`src/rtl/alu_share_pkg.sv`:
```
// alu_share_pkg
// Shared types for the ALU-sharing arbiter: the ALU opcode encoding seen on
// the request channels and the arbiter FSM state encoding.
package alu_share_pkg;

  localparam int DATA_W = 4;

  typedef enum logic [1:0] {
    ALU_ADD = 2'b00,
    ALU_AND = 2'b01,
    ALU_SUB = 2'b10,
    ALU_SHL = 2'b11
  } alu_op_e;

  typedef enum logic [1:0] {
    IDLE = 2'b00,
    EXEC = 2'b01,
    RESP = 2'b10
  } arb_state_e;

endpackage

```
`src/rtl/alu_share_arbiter_if.sv`:
```
// alu_share_arbiter_if
// Bundles the per-requester request channels, the single tagged response
// channel and the status outputs of the ALU-sharing arbiter.
//   master : requester/consumer side (drives requests and resp_ready)
//   slave  : arbiter side (drives req_ready, response and status)
interface alu_share_arbiter_if #(
  parameter int NUM_REQ = 4,
  parameter int CNT_W   = 8
);
  localparam int ID_W = $clog2(NUM_REQ);

  logic [NUM_REQ-1:0]   req_valid;
  logic [NUM_REQ-1:0]   req_ready;
  logic [4*NUM_REQ-1:0] req_a;
  logic [4*NUM_REQ-1:0] req_b;
  logic [2*NUM_REQ-1:0] req_op;
  logic                 resp_valid;
  logic                 resp_ready;
  logic [ID_W-1:0]      resp_id;
  logic [3:0]           resp_data;
  logic                 resp_carry;
  logic                 busy;
  logic [CNT_W-1:0]     op_count;

  modport master (
    output req_valid, req_a, req_b, req_op, resp_ready,
    input  req_ready, resp_valid, resp_id, resp_data, resp_carry, busy, op_count
  );

  modport slave (
    input  req_valid, req_a, req_b, req_op, resp_ready,
    output req_ready, resp_valid, resp_id, resp_data, resp_carry, busy, op_count
  );
endinterface

```
`src/rtl/alu_share_arbiter_alu4_core.sv`:
```
// alu4_core
// Combinational 4-bit ALU shared by all requesters.
//   a, b  : 4-bit operands
//   op    : ADD / AND / SUB / SHL
//   data  : 4-bit result
//   carry : ADD carry-out, SUB no-borrow (a >= b), 0 for AND/SHL
module alu4_core
  import alu_share_pkg::*;
(
  input  logic [3:0] a,
  input  logic [3:0] b,
  input  alu_op_e    op,
  output logic [3:0] data,
  output logic       carry
);

  always_comb begin
    data  = 4'd0;
    carry = 1'b0;
    case (op)
      ALU_ADD: {carry, data} = {1'b0, a} + {1'b0, b};
      // Two's-complement subtract; the carry out of a + ~b + 1 is the no-borrow flag.
      ALU_SUB: {carry, data} = {1'b0, a} + {1'b0, ~b} + 5'd1;
      ALU_AND: data = a & b;
      // Shift amounts of 4 or more flush every bit out.
      ALU_SHL: data = (b[3:2] != 2'b00) ? 4'd0 : (a << b[1:0]);
      default: ;
    endcase
  end

endmodule

```
`src/rtl/alu_share_arbiter.sv`:
```
// alu_share_arbiter
// Round-robin shares one 4-bit ALU among NUM_REQ requesters. A winner's
// operands are latched on acceptance, the ALU result is registered one cycle
// later and held on the tagged response channel until the consumer takes it.
//   clk   : system clock
//   reset : asynchronous active-high reset (drops any in-flight operation)
//   bus   : request channels, response channel, busy and op_count (slave side)
//
//   state | meaning
//   IDLE  | waiting for any req_valid; accepts the round-robin winner
//   EXEC  | latched operands are at the ALU; result registered on exit
//   RESP  | resp_valid high, result held until resp_ready
module alu_share_arbiter
  import alu_share_pkg::*;
#(
  parameter int NUM_REQ = 4,
  parameter int CNT_W   = 8
) (
  input  logic              clk,
  input  logic              reset,
  alu_share_arbiter_if.slave bus
);

  localparam int ID_W = $clog2(NUM_REQ);
  localparam logic [ID_W-1:0] LAST_ID = ID_W'(NUM_REQ - 1);

  // Search starts just above the last served requester and wraps; scanning
  // offsets from high to low lets the nearest valid requester win.
  function automatic logic [ID_W-1:0] rr_pick(input logic [NUM_REQ-1:0] valid,
                                              input logic [ID_W-1:0]    last);
    logic [ID_W-1:0] pick;
    int              idx;
    pick = '0;
    for (int k = NUM_REQ; k >= 1; k--) begin
      idx = (int'(last) + k) % NUM_REQ;
      if (valid[idx]) pick = ID_W'(idx);
    end
    return pick;
  endfunction

  arb_state_e       state_q, state_d;
  logic [ID_W-1:0]  last_grant_q;
  logic [ID_W-1:0]  grant;
  logic             accept;
  logic [NUM_REQ-1:0] ready;

  logic [3:0]       a_q, b_q;
  alu_op_e          op_q;
  logic [ID_W-1:0]  g_q;

  logic [3:0]       alu_data;
  logic             alu_carry;
  logic [3:0]       resp_data_q;
  logic             resp_carry_q;
  logic [ID_W-1:0]  resp_id_q;
  logic [CNT_W-1:0] op_count_q;
  logic             handshake;

  assign grant     = rr_pick(bus.req_valid, last_grant_q);
  assign accept    = (state_q == IDLE) && (|bus.req_valid);
  assign handshake = (state_q == RESP) && bus.resp_ready;

  always_comb begin
    state_d = state_q;
    ready   = '0;
    case (state_q)
      IDLE: begin
        if (accept) begin
          ready[grant] = 1'b1;
          state_d      = EXEC;
        end
      end
      EXEC:    state_d = RESP;
      RESP:    if (bus.resp_ready) state_d = IDLE;
      default: state_d = IDLE;
    endcase
  end

  always_ff @(posedge clk or posedge reset) begin
    if (reset) begin
      state_q      <= IDLE;
      last_grant_q <= LAST_ID;
      a_q          <= 4'd0;
      b_q          <= 4'd0;
      op_q         <= ALU_ADD;
      g_q          <= '0;
      resp_data_q  <= 4'd0;
      resp_carry_q <= 1'b0;
      resp_id_q    <= '0;
      op_count_q   <= '0;
    end else begin
      state_q <= state_d;
      if (accept) begin
        a_q  <= bus.req_a[int'(grant)*4 +: 4];
        b_q  <= bus.req_b[int'(grant)*4 +: 4];
        op_q <= alu_op_e'(bus.req_op[int'(grant)*2 +: 2]);
        g_q  <= grant;
      end
      if (state_q == EXEC) begin
        resp_data_q  <= alu_data;
        resp_carry_q <= alu_carry;
        resp_id_q    <= g_q;
      end
      if (handshake) begin
        last_grant_q <= g_q;
        op_count_q   <= op_count_q + 1'b1;
      end
    end
  end

  alu4_core u_alu (
    .a     (a_q),
    .b     (b_q),
    .op    (op_q),
    .data  (alu_data),
    .carry (alu_carry)
  );

  assign bus.req_ready  = ready;
  assign bus.resp_valid = (state_q == RESP);
  assign bus.resp_id    = resp_id_q;
  assign bus.resp_data  = resp_data_q;
  assign bus.resp_carry = resp_carry_q;
  assign bus.busy       = (state_q != IDLE);
  assign bus.op_count   = op_count_q;

endmodule

```
`src/flat_wrapper.sv`:
```
// flat-port wrapper written by rule: the top's interface ports become plain ports
module alu_share_arbiter_flat import alu_share_pkg::*;
#(
  parameter int NUM_REQ = 4,
  parameter int CNT_W   = 8
)
  (clk, reset, bus_req_valid, bus_req_a, bus_req_b, bus_req_op, bus_resp_ready, bus_req_ready, bus_resp_valid, bus_resp_id, bus_resp_data, bus_resp_carry, bus_busy, bus_op_count);
  alu_share_arbiter_if #(.NUM_REQ(NUM_REQ), .CNT_W(CNT_W)) bus_i ();
  input  logic clk;
  input  logic reset;
  input wire logic [$bits(bus_i.req_valid)-1:0] bus_req_valid;
  input wire logic [$bits(bus_i.req_a)-1:0] bus_req_a;
  input wire logic [$bits(bus_i.req_b)-1:0] bus_req_b;
  input wire logic [$bits(bus_i.req_op)-1:0] bus_req_op;
  input wire logic [$bits(bus_i.resp_ready)-1:0] bus_resp_ready;
  output wire logic [$bits(bus_i.req_ready)-1:0] bus_req_ready;
  output wire logic [$bits(bus_i.resp_valid)-1:0] bus_resp_valid;
  output wire logic [$bits(bus_i.resp_id)-1:0] bus_resp_id;
  output wire logic [$bits(bus_i.resp_data)-1:0] bus_resp_data;
  output wire logic [$bits(bus_i.resp_carry)-1:0] bus_resp_carry;
  output wire logic [$bits(bus_i.busy)-1:0] bus_busy;
  output wire logic [$bits(bus_i.op_count)-1:0] bus_op_count;
  assign bus_i.req_valid = bus_req_valid;
  assign bus_i.req_a = bus_req_a;
  assign bus_i.req_b = bus_req_b;
  assign bus_i.req_op = bus_req_op;
  assign bus_i.resp_ready = bus_resp_ready;
  assign bus_req_ready = bus_i.req_ready;
  assign bus_resp_valid = bus_i.resp_valid;
  assign bus_resp_id = bus_i.resp_id;
  assign bus_resp_data = bus_i.resp_data;
  assign bus_resp_carry = bus_i.resp_carry;
  assign bus_busy = bus_i.busy;
  assign bus_op_count = bus_i.op_count;
  alu_share_arbiter #(.NUM_REQ(NUM_REQ), .CNT_W(CNT_W)) u_core (.clk(clk), .reset(reset), .bus(bus_i));
endmodule
```
`config.mk`:
```
export PLATFORM = sky130hd
export DESIGN_NAME = alu_share_arbiter_flat
export DESIGN_NICKNAME = d
export VERILOG_FILES = /design/src/rtl/alu_share_pkg.sv /design/src/rtl/alu_share_arbiter_if.sv /design/src/rtl/alu_share_arbiter_alu4_core.sv /design/src/rtl/alu_share_arbiter.sv /design/src/flat_wrapper.sv
export SDC_FILE = /design/constraint.sdc
export NUM_CORES = 1
export LEC_CHECK = 0
export ABC_AREA = 1
export CAP_MARGIN = 20
export CORE_UTILIZATION = 52
export CTS_CLUSTER_DIAMETER = 30
export DETAILED_ROUTE_END_ITERATION = 10
export PLACE_DENSITY_LB_ADDON = 0.25
export SLEW_MARGIN = 20
export SYNTH_ARGS = -nofsm -noshare
export SYNTH_HDL_FRONTEND = slang
export SYNTH_SLANG_ARGS = --single-unit
```
`constraint.sdc`:
```
create_clock -name clk -period 5 [get_ports clk]
set_input_delay 0.75 -clock clk [delete_from_list [all_inputs] [get_ports clk]]
set_output_delay 0.75 -clock clk [all_outputs]
set_load 0.03 [all_outputs]
```
==> impl_metrics.env, run 1 <==
export IMPL_gr_total_overflow=0
export IMPL_power_density_mw_per_mm2=733.2
export IMPL_root_buffer="clkbuf_8"
export IMPL_status="finished clean"
export IMPL_initial_core_util_pct=54.45
export IMPL_worst_path_max_fanout=14
export IMPL_internal_power_uw=1084
export IMPL_rsz0062_at_grt="no"
export IMPL_synth_nets=410
export IMPL_antenna_left=0
export IMPL_p_leak_uw=0.001629
export IMPL_start_kind="primary input"
export IMPL_synth_seq_cells=31
export IMPL_clock_path_buffers=2
export IMPL_dieArea_mm2=0.004866
export IMPL_synth_cell_types=36
export IMPL_avgSynthCellArea_um2=6.801
export IMPL_clk_latency_ps=290
export IMPL_p_switching_uw=1222
export IMPL_wl_um=5270
export IMPL_grt_pass1_wl_um=9342
export IMPL_p_comb_share_pct=68.6
export IMPL_grt_max_degree=32
export IMPL_routed_via_density=4.989
export IMPL_diodes=0
export IMPL_pwr_share_clk_pct=9.5
export IMPL_critPathArrivalTime_ps=3390
export IMPL_ys_seq_area_share_pct=32.60
export IMPL_regArea_um2=778.2
export IMPL_total_power_uw=2306
export IMPL_synth_area_leader_cell="dfrtp_1"
export IMPL_finalSetupTns_ps=0
export IMPL_peakVddDrop_v=0.0005810
export IMPL_coreArea_mm2=0.004384
export IMPL_nets=473
export IMPL_dr_pass1_iters=4
export IMPL_hold_buffers=0
export IMPL_dpl_cell_area_mm2=0.003042
export IMPL_rows=24
export IMPL_power_frac_seq_pct=21.8
export IMPL_min_path_type="reg -> reg"
export IMPL_synth_warnings=0
export IMPL_worstMarginPinSlew_ps=697.9
export IMPL_wl_per_cell_um=11.28
export IMPL_synth_area_leaders="dfrtp_1 (30%), nand2_1 (19%), inv_1 (8.3%)"
export IMPL_vias=2330
export IMPL_clk_pin_slew_ps=70
export IMPL_syn_cell_area_mm2=0.002387
export IMPL_portBuffers=67
export IMPL_antenna_found_initial=0
export IMPL_fin_crit_sh_pct=82.82
export IMPL_drt_iter0_drc=113
export IMPL_die_w_um=69.76
export IMPL_cts_tree="yes"
export IMPL_cp_required_ps=4250
export IMPL_multi_input_area_mm2=0.001316
export IMPL_cts_buffers=5
export IMPL_cap_violations=0
export IMPL_final_cell_mix="nand2_1 (120), clkdlybuf4s50_1 (67), inv_1 (52)"
export IMPL_final_common_cell="nand2_1"
export IMPL_drive_above_1_share_pct=7.952
export IMPL_syn2layout_area_growth_pct=31.76
export IMPL_crit_type="in -> out"
export IMPL_setup_violations=0
export IMPL_period_minus_slack_ps=4141
export IMPL_cts_htree_levels=2
export IMPL_fin_area_mm2=0.003146
export IMPL_yosysTopAreaCellShare_pct=30.40
export IMPL_whs_ps=467.6
export IMPL_cts_sink_count=31
export IMPL_drc=0
export IMPL_fin_skew_ps=6.978
export IMPL_ios=68
export IMPL_fillers=359
export IMPL_relSlewSlack_pct=53.30
export IMPL_hold_viol_final=0
export IMPL_die_h_um=69.76
export IMPL_syn_inst=351
export IMPL_crit_path_end_kind="output port"
export IMPL_place_gp_congestion=0.8507
export IMPL_first_global_vias=2178
export IMPL_cts_setup_buffers=0
export IMPL_hpwl_um=4050
export IMPL_cts_resized=0
export IMPL_swShare_pct=52.99
export IMPL_slew_violations=0
export IMPL_grt_usage_pct=23.73
export IMPL_fmax_mhz=241.5
flip-flops by register name, summed over array words and instances, names as in the netlist:
signal                 cells
u_core.bus.op_count        8
u_core.op_q                2
u_core.b_q                 4
u_core.bus.resp_carry      1
u_core.g_q                 2
u_core.bus.resp_data       4
u_core.bus.resp_id         2
u_core.a_q                 4
u_core.state_q             2
u_core.last_grant_q        2
power groups by stage:
stage	sequential [uW]	clock, uW	combinational (uW)
after floorplan	562	0	1190
after global placement	503	0	1550
after detailed placement	506	0	1580
after CTS	503	222	1590
after global routing	523	235	1790
final	504	220	1580
cell families after synthesis:
group                    count (synthesis)  synth area share [%]
AND/OR/NAND/NOR                        202                 37.26
buffers and inverters                   66                 12.26
AO/OA/AOI/OAI                           31                 7.548
flip-flops                              31                 32.60
adder cells (fa/ha/maj)                 12                 6.918
XOR/XNOR                                 8                 2.935
multiplexers                             1                0.4717
per-layer routing:
metal	wire, um	vias to the layer above	share of wire (%)	global-route usage (%)
li1	-	1224	-	-
met1	2377	1017	45	30.78
met2	2486	77	47	39.05
met3	295	12	5.6	4.070
met4	111	0	2.1	10.22
met5	0	-	0	0
critical path, cell delays in order:
cell	delay, ps
clkdlybuf4s50_1	510
nor4_1	70
nor2_1	540
inv_1	370
nor2_1	240
inv_1	80
a21oi_1	130
clkdlybuf4s50_1	700
metrics by stage:
step	utilization, %	cells	worst slack [ps]
3_5_place_dp	69.38	459	867.2
6_report	71.75	467	859.1
5_1_grt	71.75	467	483.3
3_3_place_gp	69.38	459	970.6
2_1_floorplan	-	351	2113
4_1_cts	71.75	467	844.0
cells in the mapped netlist:
master and number:
o2111ai_1 1, a31oi_1 3, o221ai_1 1, o211ai_1 1
nor3_1 4, xnor2_1 4, o311ai_0 1, nand3b_1 1
ha_1 10, buf_6 2, buf_4 2, nand2_4 2
inv_2 1, nand3_4 1, and2_4 1, o21ai_2 1
a41oi_1 1, nor2_1 18, clkbuf_1 1, a21oi_1 10
inv_1 53, buf_8 1, and3_1 1, nor4_1 1
buf_2 5, xor2_1 4, o21ai_0 12, nand2_2 12
inv_6 1, dfstp_2 2, dfrtp_1 29, nand3_1 39
mux2_2 1, or2_2 2, nand2_1 120, fa_1 2
cell type report:
cell class              count  area share, %
multi-input cells         254          41.85
well taps                  52          2.068
repair buffers             67          21.32
clock inverters             1         0.2387
clock buffers               7          3.063
flip-flops and latches     31          24.74
inverters                  55          6.722
worst paths after layout:
check	startpoint	slack (ps)	endpoint	cells past startpoint
max	bus_req_valid[2]	860	bus_req_ready[1]	8
min	u_core.bus.op_count[7]	470	u_core.bus.op_count[7]	1
max reg2reg	u_core.last_grant_q[0]	2820	u_core.a_q[3]	14
min reg2reg	u_core.bus.op_count[7]	470	u_core.bus.op_count[7]	1
max in group asynchronous	reset	3750	u_core.a_q[0]	2
min in group asynchronous	reset	850	u_core.bus.resp_id[0]	2
Note: power is estimated with default switching activity, not from simulation.
==> run 2, diff against run 1 <==
--- a/config.mk
+++ b/config.mk
@@ -7,7 +7,7 @@
 export LEC_CHECK = 0
 export ABC_AREA = 1
 export CAP_MARGIN = 20
-export CORE_UTILIZATION = 52
+export CORE_UTILIZATION = 44
 export CTS_CLUSTER_DIAMETER = 30
 export DETAILED_ROUTE_END_ITERATION = 10
 export PLACE_DENSITY_LB_ADDON = 0.25
==> constraint.sdc (replaced) <==
create_clock -name clk -period 3.36 [get_ports clk]
set_input_delay 0.504 -clock clk [delete_from_list [all_inputs] [get_ports clk]]
set_output_delay 0.504 -clock clk [all_outputs]
set_load 0.03 [all_outputs]
==> run 2 against run 1 <==
Compared with the run above:
- register-to-register slack got worse by 1600 ps
- clock-buffer cell count unchanged
- critical path type unchanged
- largest power group unchanged
- highest routed layer unchanged
- combinational power increased by 48%
- wire length decreased by 0.85%
- cell count increased by 4.3%
- flip-flop and latch count unchanged
- total power increased by 46%
- non-clock buffer count increased by 2
- via count increased by 1.3%
- clock skew increased by 0.64 ps
==> impl_metrics.env, run 2 (synthesized netlist as in run 1, its figures left out) <==
export IMPL_status="finished clean"
export IMPL_initial_core_util_pct=46.15
export IMPL_crit_slowest_cell="clkdlybuf4s50_1"
export IMPL_wl_per_cell_um=10.73
export IMPL_relSlewSlack_pct=60.76
export IMPL_worstMarginPinSlew_ps=587.8
export IMPL_peakVddDrop_v=0.0008799
export IMPL_cp_common_cell="nand2_1"
export IMPL_fin_area_mm2=0.003151
export IMPL_cts_htree_levels=2
export IMPL_path_delay_family="buffers and inverters"
export IMPL_hpwl_um=4184
export IMPL_cp_required_ps=2860
export IMPL_crit_chain="clkdlybuf4s50_1 -> inv_1 -> o21ai_2 -> nand2_1 -> nand2_1 -> nand2_1 -> nand2_1 -> nand2_1 -> nand2_1 -> inv_1 -> nor3_1 -> buf_4"
export IMPL_dieArea_mm2=0.005724
export IMPL_cts_setup_buffers=0
export IMPL_period_minus_slack_ps=2966
export IMPL_die_w_um=75.66
export IMPL_final_common_cell="nand2_1"
export IMPL_wl_um=5225
export IMPL_grt_usage_pct=21.01
export IMPL_p_switching_uw=1788
export IMPL_min_path_type="reg -> reg"
export IMPL_ios=68
export IMPL_syn2layout_area_growth_pct=31.97
export IMPL_power_frac_seq_pct=22.2
export IMPL_drive_above_1_share_pct=8.873
export IMPL_cts_tree="yes"
export IMPL_crit_path_end_kind="output port"
export IMPL_fin_skew_ps=7.617
export IMPL_die_h_um=75.66
export IMPL_clock_path_buffers=2
export IMPL_p_comb_share_pct=69.6
export IMPL_largest_reg_flops=8
export IMPL_swShare_pct=53.26
export IMPL_start_kind="primary input"
export IMPL_antenna_found_initial=0
export IMPL_diodes=0
export IMPL_coreArea_mm2=0.005172
export IMPL_final_cell_mix="nand2_1 (120), clkdlybuf4s50_1 (63), inv_1 (52)"
export IMPL_finalSetupTns_ps=0
export IMPL_power_density_mw_per_mm2=1065
export IMPL_grt_max_degree=31
export IMPL_crit_type="in -> out"
export IMPL_cap_violations=0
export IMPL_internal_power_uw=1569
export IMPL_dpl_cell_area_mm2=0.003069
export IMPL_worst_path_max_fanout=12
export IMPL_place_gp_congestion=0.8845
export IMPL_path_buf_inv=4
export IMPL_fin_crit_sh_pct=88.28
export IMPL_routed_via_density=4.846
export IMPL_pwr_share_clk_pct=8.2
export IMPL_fillers=492
export IMPL_gr_total_overflow=0
export IMPL_vias=2360
export IMPL_dr_pass1_iters=4
export IMPL_portBuffers=67
export IMPL_slowest_delay_ps=490
export IMPL_rows=26
export IMPL_whs_ps=473.4
export IMPL_fmax_mhz=337.1
export IMPL_first_global_vias=2205
export IMPL_rsz0062_at_grt="no"
export IMPL_drt_iter0_drc=73
export IMPL_hold_buffers=0
export IMPL_nets=475
export IMPL_hold_viol_final=0
export IMPL_post_route_util_pct=60.91
export IMPL_grt_pass1_wl_um=9232
export IMPL_root_buffer="clkbuf_8"
export IMPL_setup_violations=0
export IMPL_p_leak_uw=0.001638
export IMPL_clk_pin_slew_ps=60
export IMPL_antenna_left=0
export IMPL_clk_latency_ps=280
export IMPL_critPathArrivalTime_ps=2460
export IMPL_slew_violations=0
export IMPL_cts_resized=0
export IMPL_cts_sink_count=31
export IMPL_cts_buffers=5
export IMPL_drc=0
[run 2: changes by cell type in the layout (fill, tap and decap cells not counted)]
cell,previous run,this run
buf_4,0,6
clkbuf_1,0,2
clkbuf_8,7,5
clkdlybuf4s50_1,67,63
clkinv_2,0,1
clkinvlp_4,1,0
[run 2: layer usage]
layer	GRT usage, %	part of all wire, %	vias up
met4	6.173	1.0	0
met5	0	0	-
met3	3.439	4.4	4
met1	27.04	48	1059
met2	36.41	47	75
li1	-	-	1222
[run 2: final timing paths]
check / slack [ps] / endpoint / startpoint / cells past startpoint
max in group asynchronous: 2180 / u_core.last_grant_q[1] / reset / 3
setup reg to reg: 1220 / u_core.b_q[0] / u_core.last_grant_q[0] / 13
min in group asynchronous: 620 / u_core.bus.resp_carry / reset / 2
hold reg to reg: 470 / u_core.bus.op_count[7] / u_core.bus.op_count[7] / 1
hold / removal: 470 / u_core.bus.op_count[7] / u_core.bus.op_count[7] / 1
setup / recovery: 390 / bus_req_ready[2] / bus_req_valid[3] / 12
[run 2: worst register-to-register path, delay by kind of cell (launching register included)]
family / cells / cell delay, ps
buffers and inverters: 1 / 80
DFF: 1 / 660
and+or+nand+nor: 12 / 1300
[run 2: area by class of cell]
cell class              instances  area, um^2  area share (%)
clock buffers                   7       76.32           2.423
flip-flops and latches         31       778.2           24.70
multi-input cells             254        1316           41.78
clock inverters                 1       5.005          0.1589
repair buffers                 69       675.6           21.45
well taps                      70       87.58           2.780
inverters                      55       211.5           6.712
[run 2: power groups by stage]
stage          registers (uW)  logic (uW)  clock network, uW
6_report                  746        2340                275
3_5_place_dp              751        2340                  0
5_1_grt                   776        2670                302
2_1_floorplan             836        1780                  0
4_1_cts                   746        2350                278
3_3_place_gp              744        2310                  0
[run 2: through the flow]
stage | power, uW | setup slack (ps) | cells
6_report | 3357 | 393.8 | 487
3_5_place_dp | 3094 | 414.7 | 479
3_3_place_gp | 3056 | 462.6 | 479
5_1_grt | 3753 | 165.6 | 487
2_1_floorplan | 2613 | 824.5 | 351
4_1_cts | 3377 | 403.9 | 487
==> run 3, diff against run 2 <==
--- a/config.mk
+++ b/config.mk
@@ -5,9 +5,9 @@
 export SDC_FILE = /design/constraint.sdc
 export NUM_CORES = 1
 export LEC_CHECK = 0
-export ABC_AREA = 1
+export ABC_AREA = 0
 export CAP_MARGIN = 20
-export CORE_UTILIZATION = 44
+export CORE_UTILIZATION = 47
 export CTS_CLUSTER_DIAMETER = 30
 export DETAILED_ROUTE_END_ITERATION = 10
 export PLACE_DENSITY_LB_ADDON = 0.25
==> constraint.sdc (replaced) <==
create_clock -name clk -period 3.26 [get_ports clk]
set_input_delay 0.489 -clock clk [delete_from_list [all_inputs] [get_ports clk]]
set_output_delay 0.489 -clock clk [all_outputs]
set_load 0.03 [all_outputs]
==> run 3 against run 2 <==
Compared with the run above:
- synthesized cell count fell by 33%
- worst setup slack got worse by 110 ps
- utilization rose by 7.5 points
- hold slack got worse by 6.8 ps
- critical endpoint unchanged
- critical path type unchanged
- clock-buffer cell count fell by 1
- register-to-register slack got worse by 20 ps
- via count fell by 20%
==> impl_metrics.env, run 3 <==
export IMPL_status="finished clean"
export IMPL_start_kind="primary input"
export IMPL_clk_latency_ps=280
export IMPL_place_gp_congestion=0.8580
export IMPL_synth_xor_area_share_pct=3.937
export IMPL_total_power_uw=2763
export IMPL_routed_via_density=5.331
export IMPL_hpwl_um=3891
export IMPL_synth_simple_area_share_pct=13.55
export IMPL_setup_violations=0
export IMPL_peakVddDrop_v=0.0004411
export IMPL_dp_cells=348
export IMPL_fin_ws_ps=279.8
export IMPL_ios=68
export IMPL_p_switching_uw=1225
export IMPL_root_buffer="clkbuf_8"
export IMPL_cap_violations=0
export IMPL_die_h_um=70.80
export IMPL_relSlewSlack_pct=59.56
export IMPL_dr_pass1_iters=6
export IMPL_dieArea_mm2=0.005013
export IMPL_drt_iter0_drc=141
export IMPL_clk_pin_slew_ps=70
export IMPL_wl_um=4932
export IMPL_syn_cell_area_mm2=0.002225
export IMPL_fmax_mhz=335.5
export IMPL_crit_type="in -> out"
export IMPL_rsz0062_at_grt="no"
export IMPL_cts_htree_levels=2
export IMPL_fin_crit_sh_pct=91.42
export IMPL_synth_mux_area_share_pct=6.918
export IMPL_p_comb_share_pct=57.4
export IMPL_ys_top_cells_by_count="dfrtp_1 (29), inv_1 (27), nor2_1 (21)"
export IMPL_final_common_cell="clkdlybuf4s50_1"
export IMPL_hold_buffers=0
export IMPL_finalSetupTns_ps=0
export IMPL_synth_nets=293
export IMPL_synth_top_family_by_area="compound AO/OA/AOI/OAI gates"
export IMPL_period_minus_slack_ps=2980
export IMPL_synth_area_leaders="dfrtp_1 (33%), a211oi_2 (7.9%), a211oi_1 (5.7%)"
export IMPL_worst_path_max_fanout=15
export IMPL_yosys_most_used_dff="dfrtp_1"
export IMPL_largest_reg_flops=8
export IMPL_avgSynthCellArea_um2=9.507
export IMPL_gr_total_overflow=0
export IMPL_cts_setup_buffers=0
export IMPL_synthAdderAreaFrac_pct=7.424
export IMPL_hold_viol_final=0
export IMPL_nets=362
export IMPL_syn2layout_area_growth_pct=36.67
export IMPL_synth_cell_types=47
export IMPL_yosysTopAreaCellShare_pct=32.62
export IMPL_diodes=0
export IMPL_vias=1898
export IMPL_cts_sink_count=31
export IMPL_grt_pass1_wl_um=8321
export IMPL_cts_buffers=5
export IMPL_synth_seq_cells=31
export IMPL_p_leak_uw=0.001363
export IMPL_min_path_type="reg -> reg"
export IMPL_slew_violations=0
export IMPL_final_cell_mix="clkdlybuf4s50_1 (65), dfrtp_1 (29), inv_1 (27)"
export IMPL_synth_most_common_cell="dfrtp_1"
export IMPL_cts_tree="yes"
export IMPL_drive_above_1_share_pct=13.49
export IMPL_synth_area_leader_cell="dfrtp_1"
export IMPL_syn_inst=234
export IMPL_cts_resized=0
export IMPL_synth_warnings=0
export IMPL_rows=24
export IMPL_synth_compound_area_share_pct=24.30
export IMPL_synth_edff_count=0
export IMPL_coreArea_mm2=0.004444
export IMPL_swShare_pct=44.34
export IMPL_critPathArrivalTime_ps=2490
export IMPL_antenna_left=0
export IMPL_crit_path_end_kind="output port"
export IMPL_drc=0
export IMPL_worstMarginPinSlew_ps=605.9
export IMPL_pre_cts_ws_ps=292.9
export IMPL_grt_max_degree=20
export IMPL_power_density_mw_per_mm2=908.8
export IMPL_fin_skew_ps=6.332
export IMPL_whs_ps=466.6
export IMPL_cp_required_ps=2770
export IMPL_clock_path_buffers=2
export IMPL_wl_per_cell_um=13.85
export IMPL_initial_core_util_pct=50.06
export IMPL_die_w_um=70.80
export IMPL_ys_seq_area_share_pct=34.98
export IMPL_power_frac_seq_pct=28.3
export IMPL_grt_usage_pct=21.13
export IMPL_synthArstFlopShare_pct=100.0
export IMPL_first_global_vias=1840
export IMPL_pwr_share_clk_pct=14.3
export IMPL_instances_no_fill=356
export IMPL_portBuffers=67
export IMPL_antenna_found_initial=0
export IMPL_internal_power_uw=1538
-- run 3: worst max-delay path, cell delays in order --
cell and delay (ps):
clkdlybuf4s50_1 490, inv_1 200, a31oi_4 220, buf_4 220, nand3_2 90, nor2_1 100
clkdlybuf4s50_1 680
-- run 3: logic make-up after synthesis --
kind of cell    count (synthesis)
simple gates                   61
flops                          31
fa+ha+maj                      12
xor+xnor                       10
compound gates                 65
mux                            14
buf+inv                        41
-- run 3: path summary, 6_finish.rpt --
path,from,cells past startpoint,slack (ps),end
max reg2reg,u_core.b_q[0],7,1200,u_core.bus.resp_data[2]
max in group asynchronous,reset,3,2100,u_core.b_q[0]
min reg2reg,u_core.bus.op_count[7],1,470,u_core.bus.op_count[7]
min in group asynchronous,reset,2,580,u_core.bus.resp_data[1]
min,u_core.bus.op_count[7],1,470,u_core.bus.op_count[7]
max,bus_req_valid[0],7,280,bus_req_ready[2]
-- run 3: final cells by class --
type / instances / area, um^2
clock buffers: 6 / 82.58
well taps: 52 / 65.06
fillers: 365 / 1404
clock inverters: 2 / 35.03
repair buffers: 75 / 725.7
inverters: 28 / 105.1
multi-input cells: 162 / 1249
flip-flops and latches: 31 / 778.2
-- run 3: per-layer routing --
| layer | routed length, um | GRT usage [%] | vias to the layer above |
|---|---|---|---|
| met1 | 2312 | 27.07 | 876 |
| li1 | - | - | 955 |
| met2 | 2291 | 34.62 | 61 |
| met4 | 66 | 7.556 | 0 |
| met5 | 0 | 0 | - |
| met3 | 262 | 5.556 | 6 |
-- run 3: stage by stage --
stage,utilization (%),area (um^2)
after floorplan,-,2225
after global placement,65.77,2923
after detailed placement,65.77,2923
after CTS,68.41,3040
after global routing,68.41,3040
final,68.41,3040
-- run 3: power by group through the flow --
stage,logic (uW),clock network (uW),registers [uW]
floorplan,1100,0,823
global placement,1550,0,775
detailed placement,1580,0,784
CTS,1590,399,778
global route,1740,417,817
finish,1590,396,782
==> variant (flow settings as in run 3) <==
`NUM_REQ` is set to 4 in 3 places; all go to 8. Comments in the files are not updated.
--- a/src/rtl/alu_share_arbiter_if.sv
+++ b/src/rtl/alu_share_arbiter_if.sv
@@ -4,7 +4,7 @@
 //   master : requester/consumer side (drives requests and resp_ready)
 //   slave  : arbiter side (drives req_ready, response and status)
 interface alu_share_arbiter_if #(
-  parameter int NUM_REQ = 4,
+  parameter int NUM_REQ = 8,
   parameter int CNT_W   = 8
 );
   localparam int ID_W = $clog2(NUM_REQ);
--- a/src/rtl/alu_share_arbiter.sv
+++ b/src/rtl/alu_share_arbiter.sv
@@ -13,7 +13,7 @@
 module alu_share_arbiter
   import alu_share_pkg::*;
 #(
-  parameter int NUM_REQ = 4,
+  parameter int NUM_REQ = 8,
   parameter int CNT_W   = 8
 ) (
   input  logic              clk,
--- a/src/flat_wrapper.sv
+++ b/src/flat_wrapper.sv
@@ -1,7 +1,7 @@
 // flat-port wrapper written by rule: the top's interface ports become plain ports
 module alu_share_arbiter_flat import alu_share_pkg::*;
 #(
-  parameter int NUM_REQ = 4,
+  parameter int NUM_REQ = 8,
   parameter int CNT_W   = 8
 )
   (clk, reset, bus_req_valid, bus_req_a, bus_req_b, bus_req_op, bus_resp_ready, bus_req_ready, bus_resp_valid, bus_resp_id, bus_resp_data, bus_resp_carry, bus_busy, bus_op_count);
Interface: changed (6 resized); port bits go from 68 to 117. The function was not compared with the original's and may differ.
==> variant against run 3 <==
The run now ends with setup timing left; sequential cell count up 3; wire length up 150%; setup slack worse by 0.96 ns; area after synthesis up 51%; cell area up 82%; count of clock-buffer cells in the layout down 1; worst hold slack worse by 0.037 ns.
Power is not shown: default switching activity piles up to over one toggle a cycle in this logic, so the estimate is an artifact.
==> variant: results (changes against run 3) <==
Global routing
  • Largest net degree at the start of global routing: 28 (was 20)
  • GRT met1 Usage: 0.386 (was 0.271)
  • First-pass GRT wire length: 17.6 mm (was 8.32 mm)
  • Met3 GRT Util: 0.0400 (was 0.0556)
  • Global-route usage over all layers: 0.303 (was 0.211)

Synthesis
  • Register area share after synthesis: 0.254 (was 0.350)
  • Top cells by count, synth: 37 x nand2_1, 31 x dfrtp_1, 25 x nor2_1 (was 29 x dfrtp_1, 27 x inv_1, 21 x nor2_1)

Detailed routing
  • Via count: 3701 (was 1898)
  • Metal-1 WL: 4.79 mm (was 2.31 mm)
  • First-pass DRT Iterations: 4 (was 6)
  • Met2 WL post-DR: 6.22 mm (was 2.29 mm)
  • Routed wire length per instance: 19.4 microns (was 13.9 microns)
  • Initial drt markers: 216 (was 141)

Worst setup path
  • End of the worst register-to-register path: u_core.op_q[0]$_DFFE_PP0P_ (was u_core.bus.resp_data[2]$_DFFE_PP0N_)
  • Crit Path Class: flip-flop to primary output (was input port to primary output)
  • Crit-path max FO: 4 (was 15)
  • CP Capture Point: bus_req_ready[3] (was bus_req_ready[2])

Placed design
  • PortBufs: 116 (was 67)
  • Area after DPL: 4980 sq um (was 2920 sq um)
  • Global placement routability congestion: 0.920 (was 0.858)

Outcome
  • Status: finished, violations left (was finished clean)
  • Violated checks: setup timing

Cells and area
  • # fillers: 427 (was 365)
  • Layout cells sized above 1: 0.318 (was 0.135)
  • Final nets: 633 (was 362)

STA
  • Setup_tns: -9.19 ns (was 0 ns)
  • Hold WS: 0.430 ns (was 0.467 ns)
  • Slack of the critical path: -0.679 ns (was 0.280 ns)
  • Worst Skew: 0.00883 ns (was 0.00633 ns)
  • Setup Viol. Count Final: 18 (was 0)

Hold path
  • Worst hold path type: input port to async pin (was flip-flop to flip-flop)

Clocking
  • Setup Buffers After CTS: 10 (was 0)
  • Post-CTS sizing: 51 (was 0)
==> variant: cell types whose count changed after synthesis, moves of 6 or more <==
cell,before,now
o22ai_1,1,16
a211oi_1,17,6
inv_1,27,19
a221oi_1,0,7
a22oi_1,0,7
nand2_1,16,37
mux2_2,1,13
a211oi_2,14,0
a21o_1,1,7
mux2_4,0,7
mux2_1,0,16
o21ai_0,13,19
a21oi_1,5,11
mux4_2,1,10
==> variant: area by class of cell <==
type	instances	area share
clock inverters	3	0.00724
clock buffers	5	0.0124
inverters	20	0.0149
multi-input cells	289	0.477
flip-flops and latches	34	0.154
well taps	96	0.0217
repair buffers	178	0.312
==> variant: cell families (layout without fill, tap and decap cells) <==
kind of cell               after synthesis  in the layout  synth area share
muxes                                   64             64             0.250
buffers and inverters                   41            206            0.0621
AOI/OAI and AO/OA                      100            100             0.208
DFF                                     34             34             0.254
adders and majority gates               14             14            0.0565
xor gates and xnor gates                13             13            0.0338
and+or+nand+nor                         98             98             0.136
